--- src/rtl/bk_pkg.sv ---
// Shared Brent-Kung types and the prefix merge rule used by every black-dot cell.
package bk_pkg;

  localparam int BK_WIDTH = 16;

  // Group generate/propagate pair; g sits in the upper bit of the packed struct.
  typedef struct packed {
    logic g;
    logic p;
  } gp_t;

  // Combine a high group with the adjacent low group into one wider group.
  function automatic gp_t gp_merge_f(gp_t hi, gp_t lo);
    gp_t res;
    res.g = hi.g | (hi.p & lo.g);
    res.p = hi.p & lo.p;
    return res;
  endfunction

endpackage

--- src/rtl/gp_merge.sv ---
// One Brent-Kung black-dot cell: merges a high (g,p) group with the low group below it.
module gp_merge
  import bk_pkg::*;
(
  input  logic gH,
  input  logic pH,
  input  logic gL,
  input  logic pL,
  output logic G,
  output logic P
);

  gp_t hiGp;
  gp_t loGp;
  gp_t outGp;

  assign hiGp  = '{g: gH, p: pH};
  assign loGp  = '{g: gL, p: pL};
  assign outGp = gp_merge_f(hiGp, loGp);
  assign G     = outGp.g;
  assign P     = outGp.p;

endmodule

--- src/rtl/bk_sub_pipe.sv ---
// Two-stage pipelined subtractor D = A - B - Bin built as A + ~B + ~Bin on a
// Brent-Kung prefix network. Stage 1 registers the bitwise terms and the first
// two up-sweep levels; stage 2 finishes the up-sweep, runs the down-sweep and
// registers the difference, borrow out and signed overflow. Both stages hand
// data forward over valid/ready with full-rate simultaneous load and drain.
// WIDTH must be a power of two and at least 4 so that two up-sweep levels
// always fit inside stage 1.
module bk_sub_pipe
  import bk_pkg::*;
#(
  parameter int WIDTH = BK_WIDTH
) (
  input  logic             clk,
  input  logic             rst_n,
  input  logic             in_valid,
  output logic             in_ready,
  input  logic [WIDTH-1:0] A,
  input  logic [WIDTH-1:0] B,
  input  logic             Bin,
  output logic             out_valid,
  input  logic             out_ready,
  output logic [WIDTH-1:0] D,
  output logic             Bout,
  output logic             V
);

  localparam int LOG_W = $clog2(WIDTH);

  // ---------------------------------------------------------------------------
  // Handshake control
  // ---------------------------------------------------------------------------
  logic s1Valid_q, s1Valid_d;
  logic s2Valid_q, s2Valid_d;
  logic s1Load;
  logic s2Load;

  assign s2Load    = s1Valid_q && (!s2Valid_q || out_ready);
  assign in_ready  = !s1Valid_q || s2Load;
  assign s1Load    = in_valid && in_ready;
  assign out_valid = s2Valid_q;

  // ---------------------------------------------------------------------------
  // Stage 1 combinational: bitwise terms of A + ~B and up-sweep levels 1 and 2
  // ---------------------------------------------------------------------------
  logic [WIDTH-1:0] bitG;
  logic [WIDTH-1:0] bitP;

  assign bitG = A & ~B;
  assign bitP = A ^ ~B;

  for (genvar lvl = 1; lvl <= 2; lvl++) begin : gS1Up
    logic [WIDTH-1:0] inG;
    logic [WIDTH-1:0] inP;
    logic [WIDTH-1:0] g;
    logic [WIDTH-1:0] p;

    if (lvl == 1) begin : gSrc
      assign inG = bitG;
      assign inP = bitP;
    end else begin : gSrc
      assign inG = gS1Up[lvl-1].g;
      assign inP = gS1Up[lvl-1].p;
    end

    for (genvar i = 0; i < WIDTH; i++) begin : gNode
      if (((i + 1) % (1 << lvl)) == 0) begin : gCell
        gp_merge uCell (
          .gH(inG[i]),
          .pH(inP[i]),
          .gL(inG[i - (1 << (lvl - 1))]),
          .pL(inP[i - (1 << (lvl - 1))]),
          .G (g[i]),
          .P (p[i])
        );
      end else begin : gCell
        assign g[i] = inG[i];
        assign p[i] = inP[i];
      end
    end
  end

  // ---------------------------------------------------------------------------
  // Stage 1 registers
  // ---------------------------------------------------------------------------
  logic [WIDTH-1:0] s1P_q,    s1P_d;
  logic [WIDTH-1:0] s1G2_q,   s1G2_d;
  logic [WIDTH-1:0] s1P2_q,   s1P2_d;
  logic             s1C0_q,   s1C0_d;
  logic             s1AMsb_q, s1AMsb_d;
  logic             s1BMsb_q, s1BMsb_d;

  // Capture a new operand beat, or drop the valid flag once stage 2 takes it.
  always_comb begin
    s1Valid_d = s1Valid_q;
    s1P_d     = s1P_q;
    s1G2_d    = s1G2_q;
    s1P2_d    = s1P2_q;
    s1C0_d    = s1C0_q;
    s1AMsb_d  = s1AMsb_q;
    s1BMsb_d  = s1BMsb_q;
    if (s1Load) begin
      s1Valid_d = 1'b1;
      s1P_d     = bitP;
      s1G2_d    = gS1Up[2].g;
      s1P2_d    = gS1Up[2].p;
      s1C0_d    = ~Bin;
      s1AMsb_d  = A[WIDTH-1];
      s1BMsb_d  = B[WIDTH-1];
    end else if (s2Load) begin
      s1Valid_d = 1'b0;
    end
  end

  // Stage 1 state, cleared on reset so a stalled beat never survives it.
  always_ff @(posedge clk) begin
    if (!rst_n) begin
      s1Valid_q <= 1'b0;
      s1P_q     <= '0;
      s1G2_q    <= '0;
      s1P2_q    <= '0;
      s1C0_q    <= 1'b0;
      s1AMsb_q  <= 1'b0;
      s1BMsb_q  <= 1'b0;
    end else begin
      s1Valid_q <= s1Valid_d;
      s1P_q     <= s1P_d;
      s1G2_q    <= s1G2_d;
      s1P2_q    <= s1P2_d;
      s1C0_q    <= s1C0_d;
      s1AMsb_q  <= s1AMsb_d;
      s1BMsb_q  <= s1BMsb_d;
    end
  end

  // ---------------------------------------------------------------------------
  // Stage 2 combinational: remaining up-sweep levels (3 .. LOG_W)
  // ---------------------------------------------------------------------------
  for (genvar lvl = 3; lvl <= LOG_W; lvl++) begin : gS2Up
    logic [WIDTH-1:0] inG;
    logic [WIDTH-1:0] inP;
    logic [WIDTH-1:0] g;
    logic [WIDTH-1:0] p;

    if (lvl == 3) begin : gSrc
      assign inG = s1G2_q;
      assign inP = s1P2_q;
    end else begin : gSrc
      assign inG = gS2Up[lvl-1].g;
      assign inP = gS2Up[lvl-1].p;
    end

    for (genvar i = 0; i < WIDTH; i++) begin : gNode
      if (((i + 1) % (1 << lvl)) == 0) begin : gCell
        gp_merge uCell (
          .gH(inG[i]),
          .pH(inP[i]),
          .gL(inG[i - (1 << (lvl - 1))]),
          .pL(inP[i - (1 << (lvl - 1))]),
          .G (g[i]),
          .P (p[i])
        );
      end else begin : gCell
        assign g[i] = inG[i];
        assign p[i] = inP[i];
      end
    end
  end

  logic [WIDTH-1:0] upG;
  logic [WIDTH-1:0] upP;

  if (LOG_W == 2) begin : gUpFinal
    assign upG = s1G2_q;
    assign upP = s1P2_q;
  end else begin : gUpFinal
    assign upG = gS2Up[LOG_W].g;
    assign upP = gS2Up[LOG_W].p;
  end

  // ---------------------------------------------------------------------------
  // Stage 2 combinational: down-sweep. Step s works at span 2^(LOG_W-s) and
  // fills the midpoint of each block from the full prefix just below it, so
  // after the last step every node holds the prefix over bits [i:0].
  // ---------------------------------------------------------------------------
  for (genvar s = 1; s < LOG_W; s++) begin : gS2Dn
    localparam int DL = LOG_W - s;
    logic [WIDTH-1:0] inG;
    logic [WIDTH-1:0] inP;
    logic [WIDTH-1:0] g;
    logic [WIDTH-1:0] p;

    if (s == 1) begin : gSrc
      assign inG = upG;
      assign inP = upP;
    end else begin : gSrc
      assign inG = gS2Dn[s-1].g;
      assign inP = gS2Dn[s-1].p;
    end

    for (genvar i = 0; i < WIDTH; i++) begin : gNode
      if ((((i + 1) % (1 << DL)) == (1 << (DL - 1))) && (i >= (1 << DL))) begin : gCell
        gp_merge uCell (
          .gH(inG[i]),
          .pH(inP[i]),
          .gL(inG[i - (1 << (DL - 1))]),
          .pL(inP[i - (1 << (DL - 1))]),
          .G (g[i]),
          .P (p[i])
        );
      end else begin : gCell
        assign g[i] = inG[i];
        assign p[i] = inP[i];
      end
    end
  end

  logic [WIDTH-1:0] preG;
  logic [WIDTH-1:0] preP;
  logic [WIDTH:0]   carry;
  logic [WIDTH-1:0] s2Diff;

  assign preG = gS2Dn[LOG_W-1].g;
  assign preP = gS2Dn[LOG_W-1].p;

  // Carry into bit i+1 folds the incoming carry (~Bin) into the bit [i:0] prefix.
  always_comb begin
    carry    = '0;
    carry[0] = s1C0_q;
    for (int i = 0; i < WIDTH; i++) begin
      carry[i+1] = preG[i] | (preP[i] & s1C0_q);
    end
  end

  assign s2Diff = s1P_q ^ carry[WIDTH-1:0];

  // ---------------------------------------------------------------------------
  // Stage 2 registers (the block outputs)
  // ---------------------------------------------------------------------------
  logic [WIDTH-1:0] d_q, d_d;
  logic             bout_q, bout_d;
  logic             v_q, v_d;

  // Load a finished result when S1 advances; otherwise hold it until consumed.
  always_comb begin
    s2Valid_d = s2Valid_q;
    d_d       = d_q;
    bout_d    = bout_q;
    v_d       = v_q;
    if (s2Load) begin
      s2Valid_d = 1'b1;
      d_d       = s2Diff;
      bout_d    = ~carry[WIDTH];
      v_d       = (s1AMsb_q != s1BMsb_q) && (s2Diff[WIDTH-1] != s1AMsb_q);
    end else if (out_ready) begin
      s2Valid_d = 1'b0;
    end
  end

  // Output stage state; reset discards any in-flight result.
  always_ff @(posedge clk) begin
    if (!rst_n) begin
      s2Valid_q <= 1'b0;
      d_q       <= '0;
      bout_q    <= 1'b0;
      v_q       <= 1'b0;
    end else begin
      s2Valid_q <= s2Valid_d;
      d_q       <= d_d;
      bout_q    <= bout_d;
      v_q       <= v_d;
    end
  end

  assign D    = d_q;
  assign Bout = bout_q;
  assign V    = v_q;

endmodule

--- config.mk ---
export PLATFORM = sky130hd
export DESIGN_NAME = bk_sub_pipe
export DESIGN_NICKNAME = d
export VERILOG_FILES = /design/src/rtl/bk_pkg.sv /design/src/rtl/gp_merge.sv /design/src/rtl/bk_sub_pipe.sv
export SDC_FILE = /design/constraint.sdc
export NUM_CORES = 1
export LEC_CHECK = 0
export CORE_UTILIZATION = 56
export CTS_CLUSTER_DIAMETER = 150
export DETAILED_ROUTE_END_ITERATION = 7
export PLACE_DENSITY = 0.85
export SLEW_MARGIN = 20
export SYNTH_ARGS = -nofsm -noshare
export SYNTH_HDL_FRONTEND = slang
export SYNTH_SLANG_ARGS = --single-unit
--- constraint.sdc ---
create_clock -name clk -period 3.3 [get_ports clk]
set_input_delay 0.33 -clock clk [delete_from_list [all_inputs] [get_ports clk]]
set_output_delay 0.33 -clock clk [all_outputs]
set_load 0.03 [all_outputs]
After elaboration in Yosys (flattened, before gate mapping)
Cells that the tools add are included.
{"block": "totals", "reg_bits": 71, "input_bits": 37, "output_inout_bits": 20, "wordCells": 142}
{"block": "op_classes", "eq_ne": 2, "n_mux": 4, "bitwise_logic": 116, "n_reduce_logical": 9}
{"cell": "1-bit bitwise AND", "count": 68}
{"cell": "1-bit bitwise OR", "count": 42}
{"cell": "16-bit bitwise XOR", "count": 2}
{"cell": "16-bit bitwise AND", "count": 1}
{"cell": "16-bit inverter", "count": 1}
{"cell": "1-bit two-way mux", "count": 4}
{"cell": "2-bit nonzero test", "count": 2}
{"cell": "1-bit logical AND", "count": 3}
{"cell": "1-bit zero test", "count": 2}
{"cell": "1-bit logical OR", "count": 2}
{"cell": "1-bit != test", "count": 2}
{"cell": "1-bit inverter", "count": 2}

Logic depth before layout (Yosys ltp)
{"block": "logic_depth", "ltp_word": 12, "depth_mapped": 7, "depth_no_buf": 6}

Modules after synthesis
Synthesis repeated with hierarchy kept, for this count alone.
{"block": "hier_totals", "hier_cells": 393, "hier_area_um2": 3231.8}
{"mod": "bk_sub_pipe", "n_inst": 1, "cells_each": 341, "area_each_um2": 2841.5, "seq_area_each_um2": 1261.2}
{"mod": "gp_merge", "n_inst": 26, "cells_each": 2, "area_each_um2": 15.0, "seq_area_each_um2": 0.0}

Worst setup path after synthesis
Ideal clock, no wire load.
{"block": "synth_timing", "path_kind": "reg2reg", "startpoint": "register s2Valid_q (netlist: out_valid)", "endpoint": "register s1G2_q[9] (netlist: gS2Up[3].inG[9])", "setup_ps": 116, "t_arrival_ps": 1671, "t_required_ps": 3184, "setup_slack_ps": 1513, "stages_incl_launch_ff": 7, "n_path_buf": 2, "period_less_slack_ps": 1787, "cell_sequence": "dfxtp_1 nor2b_4 nand2_1 and2_1 buf_6 buf_4 o211a_1"}
{"block": "synth_between", "elab_chain_len": 5}
{"item": "start, declared", "line": "bk_sub_pipe.sv:33", "rtl": "logic s2Valid_q, s2Valid_d;"}
{"item": "start signal, assigned", "line": "bk_sub_pipe.sv:267", "rtl": "s2Valid_q <= s2Valid_d;"}
{"item": "1-bit zero test", "line": "bk_sub_pipe.sv:37", "rtl": "assign s2Load = s1Valid_q && (!s2Valid_q || out_ready);"}
{"item": "1-bit logical OR", "line": "bk_sub_pipe.sv:37"}
{"item": "1-bit logical AND", "line": "bk_sub_pipe.sv:37"}
{"item": "1-bit logical OR", "line": "bk_sub_pipe.sv:38", "rtl": "assign in_ready = !s1Valid_q || s2Load;"}
{"item": "net in_ready", "line": "bk_sub_pipe.sv:16", "rtl": "output logic in_ready,"}
{"item": "1-bit logical AND", "line": "bk_sub_pipe.sv:39", "rtl": "assign s1Load = in_valid && in_ready;"}
{"item": "end signal, assigned", "line": "bk_sub_pipe.sv:127", "rtl": "s1G2_q <= s1G2_d;"}
{"item": "end, declared", "line": "bk_sub_pipe.sv:86", "rtl": "logic [WIDTH-1:0] s1G2_q, s1G2_d;"}
The timed path passes the listed nets, and every way through them passes these cells.
A chain may end at the register's enable or synchronous reset.

Worst setup path in the final report
{"block": "layout_timing", "startpoint": "input out_ready", "endpoint": "output in_ready"}
{"block": "layout_between", "elab_chain_len": 3}
{"item": "start, declared", "line": "bk_sub_pipe.sv:21", "rtl": "input logic out_ready,"}
{"item": "1-bit logical OR", "line": "bk_sub_pipe.sv:37"}
{"item": "1-bit logical AND", "line": "bk_sub_pipe.sv:37"}
{"item": "1-bit logical OR", "line": "bk_sub_pipe.sv:38"}
{"item": "end, declared", "line": "bk_sub_pipe.sv:16"}
Every way passes these cells.

==> key figures <==
Placed design
  – Placed cell areas: about 3600 um2
  – Detail Placement HPWL: ~4.3 mm
  – Number of port buffers: between 50 and 60
  – Final Wtd Congestion: 0.816

Worst setup path
  – Slowest Stage Delay on Critical Path: roughly 0.67 ns
  – Crit. End Element: primary output
  – Critical-path cell list: clkdlybuf4s50_1, nor2b_4, nand2_1, clkdlybuf4s50_1
  – Worst Path Required: between 2 and 3 ns
  – WP data arrival: about 1.7 ns
  – Crit-path leading delay family: buffers and inverters
  – Worst-path maximum fanout: 5
  – Reg2reg setup slack: between 1.5 and 2 ns
  – Crit Path Category: primary input to primary output
  – Worst setup SP type: primary input
  – Slowest library cell on the worst path: clkdlybuf4s50_1
  – Most used cell, CP: clkdlybuf4s50_1
  – CP bufs+invs: 2

Drt
  – Pre-antenna DRT Iters: 5
  – Post-Route WL: 6.31 mm
  – WL per Instance: around 13 um
  – DRC Markers: 0
  – DRT antenna net count: 0
  – Via/cell ratio: ~5.3
  – Vias post-DR: roughly 2,600
  – DRC violation total after the first TritonRoute iteration: between 100 and 150

Yosys
  – Post-synth top flop: dfxtp_1
  – Cell Area, Synth: 3060 um2
  – Register area share after synthesis: 0.412
  – Area leader, netlist: dfxtp_1
  – Synth cell types: between 40 and 50
  – Top cell type's share of synthesized area: 0.412
  – Syn. warnings: 0
  – Post-synth top cells: nand2_1 (88), dfxtp_1 (63), a21boi_0 (41)
  – Synth top area cells: dfxtp_1 (41%), nand2_1 (11%), a21boi_0 (10%), ha_1 (6.9%), a21oi_1 (2.4%)
  – Ys async rst share: 0
  – Yosys reg bits: 63
  – Syn Inst Count: about 360
  – Number of synthesized flops with an enable pin: 0
  – Synthesized Nets: 417
  – Cell with the most instances after synthesis: nand2_1
  – Syn avg cell area: 8.44 um2

Final layout
  – Ratio of cells with drive above 1 in the final layout: 0.0667
  – Area Overhead vs Synth: 25.5%
  – Reg area: 1260 um2
  – Fill count: 395
  – Area of the multi-input gates: 1630 um2
  – Final instance area: 3840 um2
  – N_diodes: 0
  – # nets final: approximately 470

STA
  – Final min period: around 2.0 ns
  – Hold Vio Cnt, Final: 0
  – Post-Route Setup TNS: 0 ns
  – RSZ-0062 raised after global routing: false
  – WHS: approximately 0.47 ns
  – Fin crit share: 0.603
  – Worst slew margin: 0.434
  – Final Setup Violations: 0
  – Slew @ Worst Pin: 0.849 ns
  – Final clock skew: around 0.0089 ns
  – Max Clock Freq: approximately 500 MHz
  – Count of final max-slew check failures: 0

Clocking
  – CTS Hold Bufs: 0
  – Root Buffer: clkbuf_8
  – H-Tree Depth: 3
  – Worst-skew pair later-pin latency: approximately 0.34 ns
  – CTS buffer count: 9
  – TritonCTS Sinks: 63
  – Clock Path Buffers: 2
  – Setup Fix Bufs, Post-CTS: 0
  – Post-CTS resize count: 0
  – Worst-path clk slew: about 0.07 ns
  – CTS tree: done

Global routing
  – Pin count of the biggest net entering global routing: 51
  – Initial antenna violation count: 0
  – First-pass GRT wire length: about 11 mm
  – GRT met3 Usage: 0.0455
  – Met2 Use GR: 0.398
  – Met1 Track Usage GR: 0.282
  – Aggregate global-route resource usage: 0.233
  – Vias in the first global route: ~2,400
  – GR Overflow Total: 0
  – Top Usage Layer GRT: met2

Pwr
  – Total Power: between 0.0015 and 0.002 W
  – Pwr Density: 472 nW/um2
  – Peak VDD IR: approximately 0.00028 V
  – P_leak: ~1.6 nW

Floorplan
  – Die area: approximately 5800 um2
  – Starting Density: 0.592
  – Die W: between 70 and 80 um
  – IO Count: 57
  – Num rows: 26
  – Core ar.: about 5200 um2
  – Die Ht: roughly 76 um

Flow run
  – Max-Cap Viols: 0

Hold path
  – Hold Crit Class: flip-flop to flip-flop

Status
  – Status: finished clean
[cell families after synthesis]
group	share of synthesized area
xor gates and xnor gates	0.0257
and+or+nand+nor	0.203
AOI/OAI and AO/OA	0.234
buffers and inverters	0.0564
adders and majority gates	0.0694
DFF	0.412
[final cells by class]
| type | instances | area share |
|---|---|---|
| clock inverter | 3 | 0.0104 |
| sequential | 63 | 0.328 |
| clock buffer | 13 | 0.0439 |
| tap | 70 | 0.0228 |
| multi-input combinational | 262 | 0.424 |
| timing repair buffer | 60 | 0.152 |
| inverter | 19 | 0.0185 |
[cells in the final DEF (no fill, tap or decap), types with 2 or more instances in the layout]
cell type,count
a211oi_1,4
clkbuf_8,12
inv_1,19
a21o_2,2
clkinv_2,2
o21a_1,2
dfxtp_1,63
xor2_1,5
o21ai_0,15
ha_1,17
nand2_1,88
nand4b_1,2
o211a_1,3
a21o_4,2
o21ai_1,2
nand3_1,8
clkdlybuf4s50_1,55
a21oi_1,15
nor2b_1,4
nor2_1,6
a21boi_0,41
xnor2_1,4
buf_4,4
a21o_1,9
nand4_1,4
or3_1,2
and2_1,10
[routing by layer]
metal,wire [um],part of all wire,vias up
met5,0,0,-
li1,-,-,1337
met3,197,0.031,12
met2,3120,0.49,58
met4,129,0.020,0
met1,2860,0.45,1201
[stage by stage]
stage                     setup WS (ns)  instances  utilization
after floorplan                    1.51        363            -
final                              1.31        490        0.743
after CTS                          1.30        490        0.743
after detailed placement           1.10        474        0.703
after global placement             1.13        474        0.703
after global routing               1.27        490        0.743
[path summary, 6_finish.rpt]
| kind | from | end | cells past startpoint |
|---|---|---|---|
| setup / recovery | out_ready | in_ready | 4 |
| hold reg to reg | gS2Up[3].inP[11] | gS2Up[3].inP[11] | 2 |
| hold / removal | gS2Up[3].inP[11] | gS2Up[3].inP[11] | 2 |
| setup reg to reg | out_valid | D[7] | 4 |
[worst register-to-register path, delay by kind of cell, from the launching register on]
family / cells / cell delay [ns]
and+or+nand+nor: 4 / 1.40
DFF: 1 / 0.31
[power breakdown]
| part | internal [W] | switching [W] |
|---|---|---|
| Clock | 0.000409 | 0.000291 |
| Sequential | 0.000804 | 0.0000324 |
| Combinational | 0.000137 | 0.000144 |
| Total | 0.00135 | 0.000467 |
[sequential cells by signal, summed over array words and instances, names as in the netlist]
register,count
s1AMsb_q,1
s1C0_q,1
s1BMsb_q,1
Bout,1
V,1
D,16
gS2Up.inG,16
out_valid,1
s1Valid_q,1
s1P_q,16
gS2Up.inP,8
Power figures use the tool's default switching activity.
